[config.mk]
export PLATFORM = sky130hd
export DESIGN_NAME = xidx_prefix_seq
export DESIGN_NICKNAME = d
export VERILOG_FILES = /design/src/rtl/xidx_pkg.sv /design/src/rtl/xidx_prefix_match.sv /design/src/rtl/xidx_prefix_seq.sv
export SDC_FILE = /design/constraint.sdc
export NUM_CORES = 1
export LEC_CHECK = 0
export ABC_CLOCK_PERIOD_IN_PS = 3210
export CORE_ASPECT_RATIO = 1.2
export CORE_MARGIN = 2
export CORE_UTILIZATION = 37
export DETAILED_ROUTE_END_ITERATION = 6
export PLACE_DENSITY = 0.71
export SETUP_SLACK_MARGIN = 0.2
export SYNTH_ARGS = -nofsm -noshare
export SYNTH_HDL_FRONTEND = slang
export SYNTH_HIERARCHICAL = 1
export SYNTH_SLANG_ARGS = --single-unit
[constraint.sdc]
create_clock -name clock -period 3.21 [get_ports clock]
set_input_delay 0.321 -clock clock [delete_from_list [all_inputs] [get_ports clock]]
set_output_delay 0.321 -clock clock [all_outputs]
set_load 0.02 [all_outputs]
[src/rtl/xidx_pkg.sv]
// xidx_pkg: shared state encoding and prefix/CB opcode constants for the index-prefix sequencer.
package xidx_pkg;
  typedef enum logic [2:0] {IDLE, PFX, OP, CB_DISP, CB_OP, CB_EXEC} xidx_state_e;
  // Entries 2-3 are team-assigned extension prefix codes.
  localparam logic [7:0] PFX_CODE [4] = '{8'hDD, 8'hFD, 8'hED, 8'hEE};
  localparam logic [7:0] CB_CODE = 8'hCB;
endpackage

[src/rtl/xidx_prefix_match.sv]
// xidx_prefix_match: flags an opcode equal to one of the first N_IDX prefix codes and returns its index.
module xidx_prefix_match
  import xidx_pkg::*;
#(
  parameter int N_IDX = 2
) (
  input  logic [7:0] opcode_i,
  output logic       hit_o,
  output logic [1:0] idx_o
);
  always_comb begin
    hit_o = 1'b0;
    idx_o = '0;
    for (int k = 0; k < N_IDX; k++) begin
      if (opcode_i == PFX_CODE[k]) begin
        hit_o = 1'b1;
        idx_o = 2'(k);
      end
    end
  end
endmodule

[src/rtl/xidx_prefix_seq.sv]
// xidx_prefix_seq: index-prefix instruction sequencer with step counter and chained-prefix tracking.
// Define XIDX_PREFIX_SEQ_DDCB_EN to enable the indexed-CB (prefix, CB, disp, opcode) path.
module xidx_prefix_seq
  import xidx_pkg::*;
#(
  parameter int XPT_W   = 5,
  parameter int N_IDX   = 2,
  parameter int CHAIN_W = 3
) (
  input  logic               clock,
  input  logic               not_reset,
  input  logic               fetch_valid,
  input  logic [7:0]         opcode,
  input  logic               step_inc,
  input  logic               end_of_instr,
  output logic [XPT_W-1:0]   XPT,
  output logic [XPT_W-1:0]   notXPT,
  output logic [N_IDX-1:0]   idx_sel,
  output logic               is_Y,
  output logic [7:0]         op_q,
  output logic               op_valid,
  output logic [7:0]         disp,
  output logic               cb_mode,
  output logic               int_inhibit,
  output logic [CHAIN_W-1:0] chain_cnt
);
  xidx_state_e        state_q, state_d;
  logic [XPT_W-1:0]   xpt_q, xpt_d;
  logic [N_IDX-1:0]   idx_q, idx_d;
  logic [7:0]         opc_q, opc_d, disp_q, disp_d;
  logic               opv_q, opv_d;
  logic [CHAIN_W-1:0] chain_q, chain_d;
  logic               hit, is_cb;
  logic [1:0]         hit_idx;

  xidx_prefix_match #(.N_IDX(N_IDX)) u_match (
    .opcode_i(opcode),
    .hit_o   (hit),
    .idx_o   (hit_idx)
  );

`ifdef XIDX_PREFIX_SEQ_DDCB_EN
  assign is_cb   = opcode == CB_CODE;
  assign cb_mode = state_q inside {CB_DISP, CB_OP, CB_EXEC};
  assign disp    = disp_q;
`else
  assign is_cb   = 1'b0;
  assign cb_mode = 1'b0;
  assign disp    = 8'h00;
`endif

  always_comb begin
    state_d = state_q;
    xpt_d   = xpt_q;
    idx_d   = idx_q;
    opc_d   = opc_q;
    disp_d  = disp_q;
    opv_d   = 1'b0;
    chain_d = chain_q;
    unique case (state_q)
      IDLE, PFX: begin
        if (fetch_valid) begin
          if (hit) begin
            // Last prefix wins: idx_sel is replaced, not accumulated.
            state_d = PFX;
            idx_d   = N_IDX'(1) << hit_idx;
            xpt_d   = '0;
            chain_d = &chain_q ? chain_q : chain_q + CHAIN_W'(1);
          end else if (state_q == PFX && is_cb) begin
            state_d = CB_DISP;
          end else begin
            state_d = OP;
            opc_d   = opcode;
            xpt_d   = '0;
            opv_d   = 1'b1;
            idx_d   = state_q == IDLE ? '0 : idx_q;
          end
        end
      end
      CB_DISP: begin
        if (fetch_valid) begin
          disp_d  = opcode;
          state_d = CB_OP;
        end
      end
      CB_OP: begin
        if (fetch_valid) begin
          opc_d   = opcode;
          xpt_d   = '0;
          opv_d   = 1'b1;
          state_d = CB_EXEC;
        end
      end
      OP, CB_EXEC: begin
        if (end_of_instr) begin
          state_d = IDLE;
          xpt_d   = '0;
          idx_d   = '0;
          chain_d = '0;
        end else if (step_inc && !(&xpt_q)) begin
          xpt_d = xpt_q + XPT_W'(1);
        end
      end
      default: state_d = IDLE;
    endcase
  end

  always_ff @(posedge clock or negedge not_reset) begin
    if (!not_reset) begin
      state_q <= IDLE;
      xpt_q   <= '0;
      idx_q   <= '0;
      opc_q   <= '0;
      disp_q  <= '0;
      opv_q   <= 1'b0;
      chain_q <= '0;
    end else begin
      state_q <= state_d;
      xpt_q   <= xpt_d;
      idx_q   <= idx_d;
      opc_q   <= opc_d;
      disp_q  <= disp_d;
      opv_q   <= opv_d;
      chain_q <= chain_d;
    end
  end

  assign XPT         = xpt_q;
  assign notXPT      = ~xpt_q;
  assign idx_sel     = idx_q;
  assign op_q        = opc_q;
  assign op_valid    = opv_q;
  assign int_inhibit = state_q != IDLE;
  assign chain_cnt   = chain_q;

  if (N_IDX > 1) begin : g_y
    assign is_Y = idx_q[1];
  end else begin : g_no_y
    assign is_Y = 1'b0;
  end
endmodule
; ---- After elaboration in Yosys (flattened, before gate mapping)
; Cells that the tools add are included.
[word_totals]
inputBits = 13
elab_cells = 74
reg_bits = 22
output_inout_bits = 35
[classes]
n_mux = 30
bitwise = 1
addsub = 2
n_eq_ne = 17
shifts = 1
reduce_logical = 17
[op_table]
columns = operator, count
row1 = $mux 8, 3
row2 = $mux 3, 7
row3 = $eq 8x8->1 const B, 2
row4 = $pmux 8 s2, 1
row5 = $mux 5, 3
row6 = $ne 2x2->1 const B, 7
row7 = $pmux 3 s4, 1
row8 = $reduce_and 4->1, 3
row9 = $mux 2, 5
row10 = $pmux 5 s2, 1
row11 = $reduce_and 5->1, 2
row12 = $eq 3x2->1 const B, 2
row13 = $eq 3x3->1 const B, 2
row14 = $mux 1, 6
row15 = $ne 3x3->1 const B, 2
row16 = $pmux 3 s2, 1
row17 = $reduce_and 3->1, 2
row18 = $reduce_bool 2->1, 3
row19 = $add 5x1->5 const B, 1
row20 = $not 5->5, 1
row21 = $pmux 2 s2, 1
row22 = $reduce_or 2->1, 2
row23 = $add 3x1->3 const B, 1
row24 = $eq 3x1->1 const B, 1
row25 = other kinds (8), 8

; ---- Depth between registers and ports, before layout
[depth]
word_depth = 6
ltp_mapped = 7
depth_no_buf = 7

; ---- Cells and area by module
; Netlist, hierarchy kept.
[by_module_without_submodules]
columns = mod, cells_per_inst, seq_area_each_um2, area_per_inst_um2, instances
row1 = xidx_prefix_seq, 115, 550.5, 1223.7, 1
row2 = xidx_prefix_match, 7, 0.0, 57.6, 1

; ---- Worst setup path before layout
; Ideal clock, no wire load.
[synth_timing]
path_type = register to register
from = register xpt_q[0] (netlist: XPT[0])
to = register xpt_q[0] (netlist: XPT[0])
path_stages_with_launch = 8
n_path_buf = 0
synth_period_minus_slack_ps = 1932
setup_time_ps = 121
required_time_ps = 3089
slack_ps = 1278
arrival_time_ps = 1811
cell_sequence = dfrtp_1 -> ha_1 -> and3_1 -> ha_1 -> nor2b_1 -> inv_1 -> a21o_1 -> a22o_1
[synth_between]
elab_chain_cells = 5
elab_cells_between_ends = 9
classes_between = 1 x add/sub / 1 x eq/ne / 3 x mux / 4 x reduce/logical
[synth_rtl]
columns = item, line
row1 = from (decl), xidx_prefix_seq.sv:28  ; logic [XPT_W-1:0] xpt_q, xpt_d;
row2 = from (signal assigned), xidx_prefix_seq.sv:119  ; xpt_q <= xpt_d;
row3 = "parallel branches: the longest is 5 deep, another holds $add 5x1->5", -
; Several ways; the timed one is not identified. The select of a mux whose other input is x is not followed.
; A chain may end at the register's enable or synchronous reset.

; ---- Worst setup path after layout
[layout_timing]
from = register state_q[2]
to = output port int_inhibit
[layout_between]
elab_chain_cells = 1
[layout_rtl]
columns = item, line
row1 = from (decl), xidx_prefix_seq.sv:27  ; xidx_state_e state_q, state_d;
row2 = from (signal assigned), xidx_prefix_seq.sv:118  ; state_q <= state_d;
row3 = $reduce_bool 3->1, xidx_prefix_seq.sv:133  ; assign int_inhibit = state_q != IDLE;
row4 = to (decl), xidx_prefix_seq.sv:24  ; output logic int_inhibit,
; Every way passes these cells.

==> key figures <==
Run status
  • Status: finished clean

Run
  • Maxcap violations: 0

STA
  • Setup TNS: 0 ns
  • Hold Violations, Final: 0
  • Worst Clk Skew: around 0.0037 ns
  • Worst slew pin tran: a little under 1 ns
  • Fin crit period: 2.11 ns
  • Crit share post-route: 65.9%
  • RSZ-0062 raised after global routing: no
  • Highest Clock Rate: between 0.4 and 0.5 GHz
  • Max-slew violation count: 0
  • Slew margin rel.: about a third
  • Min Hold Slack: around 0.51 ns
  • Final setup viols: 0

Power
  • Leakage: slightly below 0.8 nW
  • VDD IR max: approximately 0.39 mV
  • Pwr Density: between 400 and 500 nW/um2

Die
  • Core area: 3340 um2
  • Die ar.: approximately 4000 um2
  • Cell Rows: 23
  • Die height: approximately 68 um
  • Initial cell density of the core: 38.4%
  • Die Span X: 57.7 um
  • Io pins: 48

Clock network
  • Clock transition at path regs: roughly 0.08 ns
  • Post_cts resized: 0
  • Worst skew pair latency: 0.26 ns
  • Post-CTS Hold Buffers: 0
  • Maximum root-to-sink buffer count: 2
  • Num CTS Buffers: 3
  • H-tree depth: 1
  • Clock sink count: 22
  • Setup bufs post-CTS: 0
  • Clk root buf: clkbuf_8
  • CTS tree: yes

Placed design
  • DPL Wire Length: 2040 um
  • Area after DPL: roughly 1600 um2
  • Gp weighted congestion: around 0.80
  • Placed Cells incl. Taps: roughly 190
  • Port Buf Inserts: 38

Logic synthesis
  • Syn avg cell area: approximately 11 um2
  • Post-synthesis cell area: 1280 um2
  • Seq/Total Area, Yosys: ~43%
  • Adder-Cell Fraction of Synth Area: 3.91%
  • Synth top area share: 43.0%
  • Synth warnings: 6
  • Area leader, netlist: dfrtp_1
  • Post-synthesis mux area share: 10.4%
  • Post-synthesis simple-gate area fraction: between 15 and 20%
  • Post-Syn Instances: roughly 120
  • Yosys cell types: 40
  • Commonest cells post-synth: dfrtp_1, buf_4, inv_1, mux2_2
  • Area contributors post-synth: dfrtp_1, mux2_2, buf_4
  • EDFF count, synth: 0
  • Top_reg_cell synth: dfrtp_1
  • Xor and xnor area share after synthesis: 0%
  • Complex-gate fraction of the synthesized area: between 10 and 15%
  • Main combinational cell family by area after synthesis: simple AND/OR/NAND/NOR gates
  • Register bit total from synthesis: 22
  • Ys async rst share: between 90% and 100%
  • Most frequent cell after synthesis: dfrtp_1

Cells and area
  • Share of cells above drive strength 1: between 10% and 20%
  • Sequential cell area: approximately 550 um2
  • Antenna Cells: 0
  • Multi-input logic area: 601 um2
  • NumNets Final: roughly 170
  • Fillers: about 320
  • Synth-to-layout area growth: 31.9%
  • Post-route cell area: roughly 1700 um2
  • Post-route insts no fill: approximately 190

Critical path
  • CP Max Fanout: 16
  • Reg2reg setup slack: around 1.1 ns
  • Critical path capture point type: output port
  • Startpoint types: flop
  • Required time of the critical path: 2.89 ns
  • Crit Path Class: reg -> out
  • Crit path arrival time: between 1.5 and 2 ns

Hold path
  • Hold WC Path Type: reg -> reg

Route
  • Total wire length: between 2000 and 3000 um
  • Vias: roughly 950
  • Drt pass-1 iters: 4
  • Initial drt markers: 10
  • Post-route DRC: 0
  • Final ANT Viol Nets: 0
  • DR vias/cell: 4.94
  • Post-DR wirelength/cell: 13.6 um

GRT
  • First-pass GRT wire length: between 4000 and 5000 um
  • Largest net degree at the start of global routing: 23
  • Vias in the first global route: ~950
  • Tot GR Track Use: about 14%
  • Initial antenna violation count: 0
  • Overflow left after global routing: 0
## area by class of cell
| class | instances | share of cell area, % |
|---|---|---|
| clock buffer | 3 | 2.44 |
| inverter | 11 | 2.44 |
| clock inverter | 1 | 1.78 |
| tap | 37 | 2.74 |
| timing repair buffer | 38 | 22.5 |
| multi-input combinational | 81 | 35.5 |
| sequential | 22 | 32.6 |
## stage by stage
stage | power, mW | setup slack [ns] | utilization (%)
global placement | 0.565 | 1.01 | 48.5
floorplan | 0.476 | 1.28 | -
global route | 0.866 | 0.998 | 50.6
detailed placement | 0.571 | 0.885 | 48.5
CTS | 0.830 | 1.08 | 50.6
finish | 0.821 | 1.10 | 50.6
## metal layers
layer,track usage (%),share of wire [%],vias up
met3,3.02,5.8,2
met4,5.23,0.76,0
met1,16.4,39,446
met2,25.3,55,34
met5,0,0,-
li1,-,-,471
## cells by family after synthesis
logic type,count (synthesis)
flip-flops,22
AND/OR/NAND/NOR,31
AO/OA/AOI/OAI,24
adder cells (fa/ha/maj),4
multiplexers,12
buffers and inverters,27
other,2
## path summary, 6_finish.rpt
| check | from | endpoint | cells after the start |
|---|---|---|---|
| worst max-delay path | state_q[2] | int_inhibit | 2 |
| worst min-delay path | idx_sel[0] | idx_sel[0] | 1 |
| worst max register to register | XPT[0] | XPT[0] | 7 |
| worst min register to register | idx_sel[0] | idx_sel[0] | 1 |
| max in group asynchronous | not_reset | chain_cnt[2] | 1 |
| min in group asynchronous | not_reset | op_q[6] | 1 |
## where the power goes
group / internal (mW) / total (mW) / switching [mW]
Sequential: 0.308 / 0.335 / 0.0265
Clock: 0.166 / 0.256 / 0.0891
Combinational: 0.115 / 0.230 / 0.115
## registers in the layout (all words and copies together), names as in the netlist
| name | cells |
|---|---|
| XPT | 5 |
| chain_cnt | 3 |
| idx_sel | 2 |
| op_q | 8 |
| op_valid | 1 |
| state_q | 3 |
## cells in the final DEF (no fill, tap or decap), drive strengths merged, types with 2 or more instances in the layout
cell type,instances
mux2,11
nand2,4
nand2b,2
o21ai,3
nand3b,2
ha,4
a21o,2
clkdlybuf4s50,38
a22o,3
nor2,7
clkbuf,3
conb,10
nor2b,3
dfrtp,22
a21oi,7
inv,11
and3,2
a32o,2
## critical path, stage by stage, from the launching register on
cell             delay [ns]
dfrtp_1                0.56
or3_1                  0.43
clkdlybuf4s50_1        0.54
(Power assumes the default switching activity.)
==> RTL change 1 (same flow settings) <==
`N_IDX` is set to 2 in 2 places; all go to 1.
--- a/src/rtl/xidx_prefix_match.sv
+++ b/src/rtl/xidx_prefix_match.sv
@@ -2,7 +2,7 @@
 module xidx_prefix_match
   import xidx_pkg::*;
 #(
-  parameter int N_IDX = 2
+  parameter int N_IDX = 1
 ) (
   input  logic [7:0] opcode_i,
   output logic       hit_o,
--- a/src/rtl/xidx_prefix_seq.sv
+++ b/src/rtl/xidx_prefix_seq.sv
@@ -4,7 +4,7 @@
   import xidx_pkg::*;
 #(
   parameter int XPT_W   = 5,
-  parameter int N_IDX   = 2,
+  parameter int N_IDX   = 1,
   parameter int CHAIN_W = 3
 ) (
   input  logic               clock,
Ports: changed (resized idx_sel); port bits go from 48 to 47. No check against the original RTL was run, so the function may have changed too.
==> RTL change 1 against the original RTL <==
Power increased by 11%; combinational power grew 77%; count of clock-buffer cells in the layout unchanged; wire length down 5.5%; sequential cell count is 1 lower; setup slack gained 0.11 ns; design area shrank 7.1%; critical path type unchanged; die area down 4.6%; sequential share of layout area up 0.90 points; non-clock buffer count down 2; global-route usage shrank 0.18 points; maximum frequency rose by 5.4%; area after synthesis shrank 4.9%.
==> RTL change 1: results (changes against the original RTL) <==
* Pre-Repair DR Iteration Count at 4 (unchanged)
* Largest net degree at the start of global routing at 22 (-4.3%)
* Initial antenna violation count at 0 (unchanged)
* Max Clock Skew at 0.00112 ns (-0.00256 ns)
* Placement Setup Slack at 1.03 ns (+0.148 ns)
* Status: completed
* Relative slew slack at 38.4% (+4.0 points)
* First-pass GRT wire length at 3970 um (-6.5%)
* Worst hold-check path type: in -> async
* Delay-heaviest family, CP: buffers and inverters
* Arr. time, crit path at 1.68 ns (-0.11 ns)
* DRT iter0 DRCs at 14 (+4)
* R2R depth at 7 (unchanged)
* Max reg flops at 8 (unchanged)
* Skew-Pair Late Insertion Delay at 0.31 ns (+0.05 ns)
* Vias in the first global route at 916 (-3.3%)
* Root Driver: clkbuf_4
* Crit path max-delay cell type: clkdlybuf4s50_1
* Critical Path Fanout Max at 14 (-2)
* CTS H-tree lvls at 1 (unchanged)
* Inserted Clock Buffers at 3 (unchanged)
* Gpl congestion at 0.798 (+0.29%)
* VDD IR max at 361 uV (-7.4%)
* GRT Util Overall at 13.9% (-0.18 points)
* CTS Hold Bufs at 0 (unchanged)
* R2R Setup Slk at 1.33 ns (+0.19 ns)
* Critical Path Start: state_q[2]
* Count of buffers from port buffering at 36 (-5.3%)
* # Post-CTS Setup Buffers at 0 (unchanged)
* CTS resizes at 0 (unchanged)
* Vias per cell at 4.92 (-0.44%)
* Share of cells above drive strength 1 at 9.03% (-3.1 points)
* Ranking of synthesized cells by area: dfrtp_1 43%, mux2_2 8.3%, buf_4 8.0%
* CP Capture Point: int_inhibit
* Reg2Reg Launch Point: XPT[0]
* Ant. Diodes at 0 (unchanged)
* Nets at 173 (-0.57%)
* Worst r2r dst: XPT[3]
* Clock slew at reported path FFs at 0.12 ns (+0.04 ns)
* Filler instances at 292 (-7.6%)
* Synth top cells by count: 21 x dfrtp_1, 13 x buf_4, 10 x nand2_1, 9 x inv_1, 9 x mux2_2
* Max Buffers Root-to-Sink at 2 (unchanged)
* Post-synthesis sequential area ratio at 43.1% (+0.15 points)
* Async SR Flop Fraction at 100% (unchanged)
* Final Cycle Share at 62.5% (-3.4 points)
* Cell leakage power at 0.696 nW (-11%)
* Post-DP HPWL at 1930 um (-5.7%)
* Synth warn at 6 (unchanged)
* Max stage delay on crit path at 0.59 ns (+0.03 ns)
* WL final at 2470 um (-5.5%)
* Synth unique cells at 32 (-20%)
==> RTL change 1: cell types whose count changed after synthesis, sizes merged, moves of 2 or more <==
cell     delta
nand4bb     +2
a21oi       -3
nand2b      +2
inv         -2
o21a        +2
nand4       +2
mux2i       +2
nand2       +6
o211ai      +2
==> RTL change 1: per-layer routing <==
metal | global-route usage [%] | routed length, um | vias up | part of all wire (%)
met5 | 0 | 0 | - | 0
li1 | - | - | 460 | -
met3 | 2.33 | 76 | 4 | 3.1
met4 | 8.63 | 54 | 0 | 2.2
met1 | 16.3 | 1020 | 457 | 41
met2 | 23.5 | 1320 | 18 | 53
==> RTL change 1: power breakdown <==
group	switching, W	internal, W	total (W)
Clock	0.0000840	0.0000465	0.000130
Combinational	0.000202	0.000204	0.000406
Sequential	0.0000486	0.000323	0.000371
==> RTL change 1: cell families (layout without fill, tap and decap cells) <==
group | after synthesis | in the layout | share of synthesized area, %
fa+ha+maj | 4 | 4 | 4.11
compound gates | 21 | 21 | 11.9
simple gates | 35 | 35 | 16.0
other cells | 2 | 12 | 0.616
buf+inv | 25 | 49 | 12.5
mux | 13 | 13 | 11.7
flops | 21 | 21 | 43.1
==> RTL change 1: worst reg2reg max path, stage by stage (launching register included) <==
cell and delay (ns):
dfrtp_1 0.46, ha_1 0.26, and3_1 0.19, ha_1 0.18
nor2b_1 0.28, nand4_1 0.16, a21oi_1 0.16, o21ai_0 0.08
==> RTL change 1: cell type report <==
class / count / area [sq um] / area share (%)
clock buffers: 3 / 22.5 / 1.43
clock inverters: 1 / 5.00 / 0.319
inverters: 9 / 33.8 / 2.15
multi-input cells: 85 / 578 / 36.8
flip-flops and latches: 21 / 526 / 33.5
well taps: 36 / 45.0 / 2.87
repair buffers: 36 / 360 / 22.9
==> RTL change 1: worst min-delay path by stage <==
stage                    from    endpoint  slack, ns  depth (start not counted)
detailed placement    op_q[6]     op_q[6]       0.49                          1
floorplan           not_reset      XPT[0]       0.03                          0
global route          op_q[2]     op_q[2]       0.54                          1
CTS                   op_q[6]     op_q[6]       0.52                          1
global placement      op_q[3]     op_q[3]       0.49                          1
finish              not_reset  state_q[0]       0.52                          1
==> RTL change 1: stage by stage <==
| stage | instance area, sq um | cells | hold WS, ns | total power (W) |
|---|---|---|---|---|
| 6_report | 1570 | 191 | 0.517 | 0.000908 |
| 5_1_grt | 1570 | 191 | 0.543 | 0.000974 |
| 4_1_cts | 1570 | 191 | 0.520 | 0.000920 |
| 3_5_place_dp | 1540 | 187 | 0.492 | 0.000788 |
| 3_3_place_gp | 1540 | 187 | 0.488 | 0.000777 |
| 2_1_floorplan | 1260 | 131 | 0.0254 | 0.000615 |
==> RTL change 2 (config.mk and constraints unchanged) <==
Without the edit above. Make the reset (`not_reset`) synchronous in one clocked block.
--- a/src/rtl/xidx_prefix_seq.sv
+++ b/src/rtl/xidx_prefix_seq.sv
@@ -105,7 +105,7 @@
     endcase
   end
 
-  always_ff @(posedge clock or negedge not_reset) begin
+  always_ff @(posedge clock) begin
     if (!not_reset) begin
       state_q <= IDLE;
       xpt_q   <= '0;
Function: differs if not_reset is asserted again (counterexample within 4 cycles, from zero or initial values and one cycle with not_reset low); with not_reset held inactive, the same outputs for 10 cycles.
==> RTL change 2 against the original RTL <==
Power fell by 29%; wire length rose by 1.9%; setup slack improved by 0.11 ns; sequential power fell by 12%; area after synthesis fell by 1.3%; sequential share of layout area fell by 5.7 points; final cell count rose by 11%; clock skew barely moved; design area fell by 3.2%; sequential cell count did not move; critical endpoint unchanged.
==> RTL change 2: results (changes against the original RTL) <==
* Synth Area in Adders at 3.96% (+0.050 points)
* Post-Syn Area per Cell at 8.61 sq um (-18%)
* Gpl congestion at 0.745 (-6.3%)
* First-pass GRT wire length at 4450 um (+4.7%)
* Reg2Reg Launch Point: XPT[0]
* VDD IR max at 242 uV (-38%)
* Vias in the first global route at 1,044 (+10%)
* Arr. time, crit path at 1.68 ns (-0.11 ns)
* Primary FF master, synth: dfxtp_1
* Skew-Pair Late Insertion Delay at 0.26 ns (about the same)
* Post-synthesis sequential area ratio at 34.8% (-8.2 points)
* Hold Path Cell Cnt at 2 (+1)
* Nets at 197 (+13%)
* Mux cell area share after synthesis at 12.7% (+2.2 points)
* Ranking of synthesized cells by area: dfxtp_1 35%, mux2i_1 13%, buf_4 7.7%
* Post-DP Area at 1600 sq um (-1.5%)
* WL final at 2670 um (+1.9%)
* Critical Path Fanout Max at 13 (-3)
* Synth top cells by count: 22 x dfxtp_1, 20 x nand2_1, 16 x mux2i_1, 14 x nor2_1, 13 x buf_4
* Critical Path Start: state_q[0]
* Min-delay src: idx_sel[0]
* DRT iter0 DRCs at 17 (+7)
* Max Clock Skew at 0.00345 ns (-0.000228 ns)
* Relative slew slack at 64.3% (+30 points)
* Cell leakage power at 0.700 nW (-11%)
* Async SR Flop Fraction at 0% (-100 points)
* Synth unique cells at 39 (-2.5%)
* Status: completed
* Post-DP HPWL at 2050 um (+0.27%)
* WL/cell at 12.4 um (-8.5%)
* Share of cells above drive strength 1 at 3.93% (-8.2 points)
* GRT Util Overall at 14.7% (+0.69 points)
* Crit path max-delay cell type: clkdlybuf4s50_1
* Placed Instances at 212 (+12%)
* Vias per cell at 5.01 (+1.5%)
* Largest net degree at the start of global routing at 17 (-26%)
* Delay-heaviest family, CP: buffers and inverters
* Synth Area in Compound Gates at 11.0% (-2.5 points)
RTL change 2: report_power, final:
group | internal, W | switching, W | leakage [nW] | total [W]
Clock | 0.0000838 | 0.0000863 | 0.0216 | 0.000170
Sequential | 0.000283 | 0.0000121 | 0.179 | 0.000296
Combinational | 0.0000568 | 0.0000628 | 0.499 | 0.000120
RTL change 2: worst paths after layout:
| check | end | slack, ns |
|---|---|---|
| worst max register to register | XPT[3] | 1.42 |
| worst max-delay path | int_inhibit | 1.20 |
| worst min register to register | idx_sel[0] | 0.48 |
| worst min-delay path | idx_sel[0] | 0.48 |
RTL change 2: layout make-up:
cell class                      instances  area (sq um)
Inverter                                8          30.0
Timing Repair Buffer                   38           380
Clock buffer                            3          41.3
Tap cell                               37          46.3
Fill cell                             327          1670
Sequential cell                        22           440
Multi-Input combinational cell        107           698
RTL change 2: per-stage QoR:
| step | hold WS, ns | setup slack, ns |
|---|---|---|
| 6_report | 0.478 | 1.20 |
| 3_3_place_gp | 0.454 | 1.03 |
| 4_1_cts | 0.488 | 1.21 |
| 5_1_grt | 0.499 | 1.09 |
| 3_5_place_dp | 0.469 | 0.987 |
| 2_1_floorplan | 0.465 | 1.46 |
RTL change 2: logic make-up (layout without fill, tap and decap cells):
logic type,Yosys count,in the layout
AOI/OAI and AO/OA,20,20
adders and majority gates,4,4
buffers and inverters,26,49
DFF,22,22
muxes,16,16
other,2,10
and+or+nand+nor,57,57
RTL change 2: tightest hold or removal path: stages, from the launching register on:
cell     delay [ns]
dfxtp_1        0.32
nand2_1        0.05
mux2i_1        0.06
RTL change 2: per-layer routing:
metal	vias to the layer above	GRT usage [%]	routed length, um
li1	543	-	-
met1	497	16.1	1040
met2	31	27.0	1460
met3	7	2.46	100
met4	0	8.14	74
met5	-	0	0
